**config.mk**
```make
export PLATFORM = sky130hd
export DESIGN_NAME = button_toggle_driver
export DESIGN_NICKNAME = d
export VERILOG_FILES = /design/src/rtl/button_toggle_driver.sv
export SDC_FILE = /design/constraint.sdc
export NUM_CORES = 1
export LEC_CHECK = 0
export BUFFER_PORTS_ARGS = -buffer_cell sky130_fd_sc_hd__buf_2
export CORE_MARGIN = 10
export CORE_UTILIZATION = 45
export CTS_BUF_LIST = sky130_fd_sc_hd__clkbuf_8
export DETAILED_ROUTE_END_ITERATION = 10
export GPL_TIMING_DRIVEN = 1
export PLACE_DENSITY = 0.68
export REMOVE_ABC_BUFFERS = 1
export SYNTH_ARGS = -nofsm -noshare
export SYNTH_HDL_FRONTEND = slang
export SYNTH_SLANG_ARGS = --single-unit
export TNS_END_PERCENT = 10
```
**constraint.sdc**
```tcl
create_clock -name clk -period 4.4 [get_ports clk]
set_input_delay 0.88 -clock clk [delete_from_list [all_inputs] [get_ports clk]]
set_output_delay 0.88 -clock clk [all_outputs]
set_load 0.01 [all_outputs]
```
**src/rtl/button_toggle_driver.sv**
```systemverilog
// Push-button conditioner: synchronise, debounce, and emit a toggle pulse
// on short presses or a force_off strobe on long holds.
module button_toggle_driver #(
   parameter int unsigned DEBOUNCE_CYCLES = 250000,
   parameter int unsigned LONG_CYCLES     = 50000000,
   parameter int unsigned PULSE_CYCLES    = 4
) (
   input  logic clk,
   input  logic reset,
   input  logic btn_n,
   output logic toggle_pulse,
   output logic force_off,
   output logic pressed,
   output logic busy
);

   localparam int unsigned CW = $clog2(LONG_CYCLES) + 1;

   localparam logic [CW-1:0] DB_LAST    = CW'(DEBOUNCE_CYCLES - 1);
   localparam logic [CW-1:0] LONG_LAST  = CW'(LONG_CYCLES - 1);
   localparam logic [CW-1:0] PULSE_LAST = CW'(PULSE_CYCLES - 1);

   typedef enum logic [2:0] {
      IDLE,
      PRESS_DB,
      HELD,
      RELEASE_DB,
      PULSE,
      LONG_WAIT
   } state_e;

   state_e        state_q, state_d;
   logic [1:0]    sync_q;
   logic          btn_s;
   logic [CW-1:0] db_cnt_q, db_cnt_d;
   logic [CW-1:0] hold_cnt_q, hold_cnt_d;
   logic [CW-1:0] db_inc, hold_inc;
   logic          pressed_q, pressed_d;
   logic          toggle_q, toggle_d;
   logic          force_q, force_d;

   function automatic logic [CW-1:0] sat_inc(input logic [CW-1:0] v);
      return (v == '1) ? v : v + CW'(1);
   endfunction

   always_ff @(posedge clk or posedge reset) begin
      if (reset) begin
         sync_q <= '0;
      end else begin
         sync_q <= {sync_q[0], ~btn_n};
      end
   end

   assign btn_s    = sync_q[1];
   assign db_inc   = sat_inc(db_cnt_q);
   assign hold_inc = sat_inc(hold_cnt_q);

   always_ff @(posedge clk or posedge reset) begin
      if (reset) begin
         state_q    <= IDLE;
         db_cnt_q   <= '0;
         hold_cnt_q <= '0;
         pressed_q  <= 1'b0;
         toggle_q   <= 1'b0;
         force_q    <= 1'b0;
      end else begin
         state_q    <= state_d;
         db_cnt_q   <= db_cnt_d;
         hold_cnt_q <= hold_cnt_d;
         pressed_q  <= pressed_d;
         toggle_q   <= toggle_d;
         force_q    <= force_d;
      end
   end

   // The IDLE->PRESS_DB cycle counts as the first stable sample, so the
   // debounce states leave one increment early to keep press and release
   // latency at 2 sync + DEBOUNCE_CYCLES.
   always_comb begin
      state_d    = state_q;
      db_cnt_d   = db_cnt_q;
      hold_cnt_d = hold_cnt_q;
      pressed_d  = pressed_q;
      toggle_d   = 1'b0;
      force_d    = 1'b0;
      unique case (state_q)
         IDLE: begin
            if (btn_s) begin
               state_d  = PRESS_DB;
               db_cnt_d = '0;
            end
         end
         PRESS_DB: begin
            if (!btn_s) begin
               state_d = IDLE;
            end else if (db_inc == DB_LAST) begin
               state_d    = HELD;
               pressed_d  = 1'b1;
               hold_cnt_d = '0;
            end else begin
               db_cnt_d = db_inc;
            end
         end
         HELD: begin
            hold_cnt_d = hold_inc;
            if (hold_cnt_q == LONG_LAST) begin
               state_d  = LONG_WAIT;
               force_d  = 1'b1;
               db_cnt_d = '0;
            end else if (!btn_s) begin
               state_d  = RELEASE_DB;
               db_cnt_d = '0;
            end
         end
         RELEASE_DB: begin
            if (btn_s) begin
               state_d = HELD;
            end else if (db_inc == DB_LAST) begin
               state_d   = PULSE;
               pressed_d = 1'b0;
               toggle_d  = 1'b1;
               db_cnt_d  = '0;
            end else begin
               db_cnt_d = db_inc;
            end
         end
         PULSE: begin
            if (db_cnt_q == PULSE_LAST) begin
               state_d = IDLE;
            end else begin
               toggle_d = 1'b1;
               db_cnt_d = db_inc;
            end
         end
         LONG_WAIT: begin
            if (btn_s) begin
               db_cnt_d = '0;
            end else if (db_cnt_q == DB_LAST) begin
               state_d   = IDLE;
               pressed_d = 1'b0;
            end else begin
               db_cnt_d = db_inc;
            end
         end
         default: begin
            state_d = IDLE;
         end
      endcase
   end

   assign toggle_pulse = toggle_q;
   assign force_off    = force_q;
   assign pressed      = pressed_q;
   assign busy         = (state_q != IDLE);

endmodule
```
Yosys cells after proc, flatten, opt, wreduce, memory -nomap -nowiden. Index checks and enable logic that the tools add are counted.

Register bits after elaboration: 62. Latch bits: 0. RAM bits: 0. Memory bits (read-only): 0. Input port bits: 3. Word-level logic and storage cells: 85. Memories kept: 0.

Add/sub/neg operators: 2. $mul: 0. Divide/modulo/power cells: 0. Magnitude comparators: 0. Eq/ne operators: 26. Shift-type cells: 0. Muxes and demuxes: 40. Bitwise operators: 1. Reductions and logical operators: 9.

Operator list (number): 27-bit two-way mux (14); 27-bit one-hot mux with 6 select lines (1); 27-bit by 1-bit adder with 27-bit output, second input constant (2); 27-bit by 18-bit == test with 1-bit output, second input constant (2); 27-bit == test, second input constant (2); 27-bit one-hot mux with 2 select lines (1); 3-bit two-way mux (10); 27-bit by 2-bit == test with 1-bit output, second input constant (1); 27-bit by 26-bit == test with 1-bit output, second input constant (1); 2-bit != test, second input constant (11); 3-bit one-hot mux with 6 select lines (1); 7-bit AND reduction (2); 3-bit != test, second input constant (4); 1-bit two-way mux (11); 8-bit AND reduction (1); 3-bit by 2-bit == test with 1-bit output, second input constant (2); 3-bit == test, second input constant (2); 3-bit nonzero test (2); 6-bit nonzero test (1); 4-bit AND reduction (1); 3-bit by 1-bit == test with 1-bit output, second input constant (1); 3-bit zero test (1); 1-bit one-hot mux with 3 select lines (1); 1-bit one-hot mux with 2 select lines (1); other kinds (2) (2).

Longest topological paths before layout.
Word-level depth: 6. Mapped depth: 15.

Least setup slack after synthesis. No wires, ideal clock.

Kind: register to register. Start point: reg db_cnt_q[0]. End point: reg db_cnt_q[17]. Arrival: 3.060 ns. Setup slack: 1.210 ns. Stages on the path, launching flop included: 15. Path buffers: 3. Period minus slack after synthesis: 3.190 ns. Cell sequence: dfrtp_1 ha_1 and4_1 buf_2 nand3_1 o31ai_1 xnor2_1 nand4_1 a2111oi_2 nand4_4 o21ba_1 buf_6 buf_6 a22oi_1 o31ai_1.

Word-level cells in the longest chain between the ends: 6. Elaborated cells on any way between the ends: 18. Classes of those cells: add/sub (1); eq/ne (7); mux (9); reduce/logical (1).

RTL lines: start: declaration (RTL line 35) `logic [CW-1:0] db_cnt_q, db_cnt_d;`; start signal: assignment (RTL line 68) `db_cnt_q <= db_cnt_d;`; 27-bit by 1-bit adder with 27-bit output / 27-bit == test (equally long branches) (RTL line 43) `return (v == '1) ? v : v + CW'(1);`; 27-bit two-way mux (RTL line 43); 27-bit by 18-bit == test with 1-bit output (RTL line 96, 118); 27-bit two-way mux (RTL line 118) `end else if (db_inc == DB_LAST) begin`; 27-bit two-way mux (RTL line 116) `if (btn_s) begin`; 27-bit one-hot mux with 6 select lines (RTL line 86) `unique case (state_q)`.

Several ways; a longest one is shown, not always the timed one. The select of a mux whose other input is x is not followed. A chain may end at the register's enable or synchronous reset.

Worst setup path after layout.
Start point: reg db_cnt_q[0]. End point: reg db_cnt_q[3].

Same word-level chain as after synthesis.

==> impl_metrics.json <==
{
  "outcome": "finished clean",
  "clk_latency_ps": 340,
  "drt-total-wl_um": 10600,
  "grt_pass1_wl_um": 18390,
  "crit_chain": "ha_1, and4_1, and3_1, nand3_4, and3_1, a31oi_1, a2111oi_2, nand4_4, o21ba_1, nand2_2, o31ai_1",
  "wl_met3_um": 455,
  "synth_seq_area_share_pct": 35.93,
  "worst_setup_path_end_kind": "flop",
  "fin_crit_ps": 3908,
  "multi_input_area_mm2": 0.002522,
  "p_seq_share_pct": 35.9,
  "antenna_found_initial": 0,
  "holdBufCountCts": 0,
  "root_buffer": "clkbuf_8",
  "cp.required_ps": 4630,
  "synth_seq_cells": 62,
  "antennaDiodeCount": 0,
  "combPwrFrac_pct": 39.4,
  "drtPass1Iterations": 5,
  "rsz0062_at_grt": "no",
  "met1Wirelength_um": 4751,
  "cts_buffer_depth": 2,
  "power_density_mw_per_mm2": 438.4,
  "switching_share_pct": 43.14,
  "dp_cells": 611,
  "critical-path-max-stage-delay_ps": 670,
  "io_buffer_count": 6,
  "async_flop_share_pct": 100.0,
  "period_share_pct": 88.82,
  "fill_cells": 888,
  "post_cts_buffers": 0,
  "syn_area_mm2": 0.004318,
  "power_uw": 2008,
  "netlist_instances": 502,
  "power.leakage_uw": 0.002024,
  "synth_edf_count": 0,
  "drv_cap": 0,
  "via_per_inst": 6.204,
  "critical_path_class": "flop to flop",
  "start_util_pct": 46.51,
  "cts_made_buffers": 9,
  "place_ws_ps": 539.5,
  "die_w_um": 118.0,
  "htreeDepth": 3,
  "ys.flop_type": "dfrtp_1",
  "yosysUniqueCellTypes": 75,
  "ant_nets": 0,
  "core_mm2": 0.009284,
  "yosys_warnings": 0,
  "layout-drive-gt1-share_pct": 12.25,
  "fp.dieH_um": 118.0,
  "area_delta_synth_final_pct": 6.056,
  "crit_buf_inv": 0,
  "dp_hpwl_um": 7435,
  "drv_slew": 0,
  "drt-initial-drc-count": 370,
  "drc_errors": 0,
  "path_max_fanout": 17,
  "cp-start-kind": "flop",
  "cts_resized": 0,
  "grt_max_degree": 46,
  "wl_met2_um": 5183,
  "gp_congestion": 0.9464,
  "setup_viol": 0,
  "wire_per_inst_um": 16.91,
  "numClockSinks": 62,
  "crit_top_cell": "and3_1",
  "seq_area_mm2": 0.001551,
  "grt_pass1_vias": 3727,
  "vias": 3890,
  "cts_tree": "yes",
  "fin_ws_ps": 491.8,
  "fmax_ghz": 0.2559,
  "critPathTopFamily": "simple AND/OR/NAND/NOR gates",
  "internal_power_uw": 1141,
  "overflow": 0,
  "hold_viol": 0,
  "fin_nets": 498,
  "grt_use_total_pct": 15.28,
  "clkTransAtPathRegs_ps": 70,
  "p_switching_uw": 866.0,
  "top_layer": "met4",
  "worstPathArrival_ps": 4140,
  "worstMarginPinSlew_ps": 1025,
  "p_clk_share_pct": 24.7,
  "min_path_type": "flop to flop",
  "slowest_stage": "o21ba_1",
  "ios": 7,
  "placementRows": 35,
  "dieArea_mm2": 0.01391,
  "fin_skew_ps": 13.12,
  "peakVddDrop_mv": 0.1971,
  "finalNonFillerCells": 627,
  "slew_headroom_pct": 31.68,
  "avgSynthCellArea_um2": 8.601,
  "fin_tns_setup_ps": 0
}
placed cells by master, fill, tap and decap left out, types with 4 or more instances in the layout:
master / synthesis / layout
a22oi_2: 4 / 4
dfrtp_1: 62 / 62
nand3_1: 34 / 34
a211o_1: 12 / 12
o21a_1: 4 / 4
nand2_1: 52 / 52
a21o_1: 9 / 9
xnor2_1: 8 / 8
nor2b_1: 4 / 4
o21ai_0: 17 / 17
buf_4: 2 / 9
nand2b_1: 4 / 4
mux2i_1: 7 / 7
nand4_1: 21 / 21
clkbuf_8: 0 / 9
and4_1: 6 / 6
o21ai_1: 7 / 7
o31ai_1: 10 / 10
and3_1: 24 / 24
and2_1: 4 / 4
buf_2: 13 / 6
xor2_1: 4 / 4
nor4_1: 8 / 8
a21oi_1: 19 / 19
or3_1: 4 / 4
inv_1: 10 / 10
a31oi_1: 10 / 10
nor3_1: 22 / 21
nor2_1: 38 / 38
stage by stage:
step                      instance area, um2  hold WS (ps)  util [%]
after floorplan                         4106         331.2         -
after global placement                  4390         332.8     47.29
after detailed placement                4390         341.8     47.29
after CTS                               4579         349.1     49.33
after global routing                    4579         365.1     49.33
final                                   4579         347.5     49.33
kinds of logic after synthesis:
family	synth area share, %
flip-flops	35.93
adder cells (fa/ha/maj)	0.5794
multiplexers	2.405
AO/OA/AOI/OAI	21.47
XOR/XNOR	2.434
buffers and inverters	5.766
AND/OR/NAND/NOR	31.41
flip-flops by register name, indices dropped and copies added (netlist names):
register,cells
state_q,3
pressed,1
db_cnt_q,27
toggle_pulse,1
sync_q,2
force_off,1
hold_cnt_q,27
layout make-up:
class | count | area share, %
inverter | 10 | 0.8197
sequential | 62 | 33.88
clock buffer | 9 | 2.705
tap | 129 | 3.525
clock inverter | 7 | 1.421
multi-input combinational | 394 | 55.08
timing repair buffer | 16 | 2.568
power groups by stage:
stage | combinational, uW | clock [uW] | sequential, uW
2_1_floorplan | 550 | 0 | 703
3_3_place_gp | 775 | 0 | 724
3_5_place_dp | 787 | 0 | 728
4_1_cts | 793 | 506 | 717
5_1_grt | 888 | 537 | 734
6_report | 791 | 496 | 721
cells in the mapped netlist, drive strengths merged, types with 12 or more instances:
library cell | count | area share (%)
nor3 | 25 | 3.4
nand4 | 23 | 4.0
a211o | 12 | 2.4
dfrtp | 62 | 36
and3 | 24 | 3.5
nand3 | 36 | 4.6
buf | 25 | 3.9
nor2 | 39 | 3.6
nand2 | 53 | 4.7
o21ai | 25 | 3.0
a21oi | 19 | 2.2
layer usage:
metal / vias to the layer above / global-route usage (%)
li1: 1866 / -
met1: 1881 / 19.55
met2: 117 / 25.56
met3: 26 / 2.542
met4: 0 / 4.791
met5: - / 0
final timing paths:
check / start / to / slack [ps] / cells after the start
min in group asynchronous: reset / hold_cnt_q[23] / 760 / 2
worst min register to register: sync_q[0] / sync_q[1] / 350 / 0
worst max register to register: db_cnt_q[0] / db_cnt_q[3] / 490 / 11
worst max-delay path: db_cnt_q[0] / db_cnt_q[3] / 490 / 11
max in group asynchronous: reset / hold_cnt_q[9] / 2820 / 3
worst min-delay path: sync_q[0] / sync_q[1] / 350 / 0
Power figures use the tool's default switching activity.
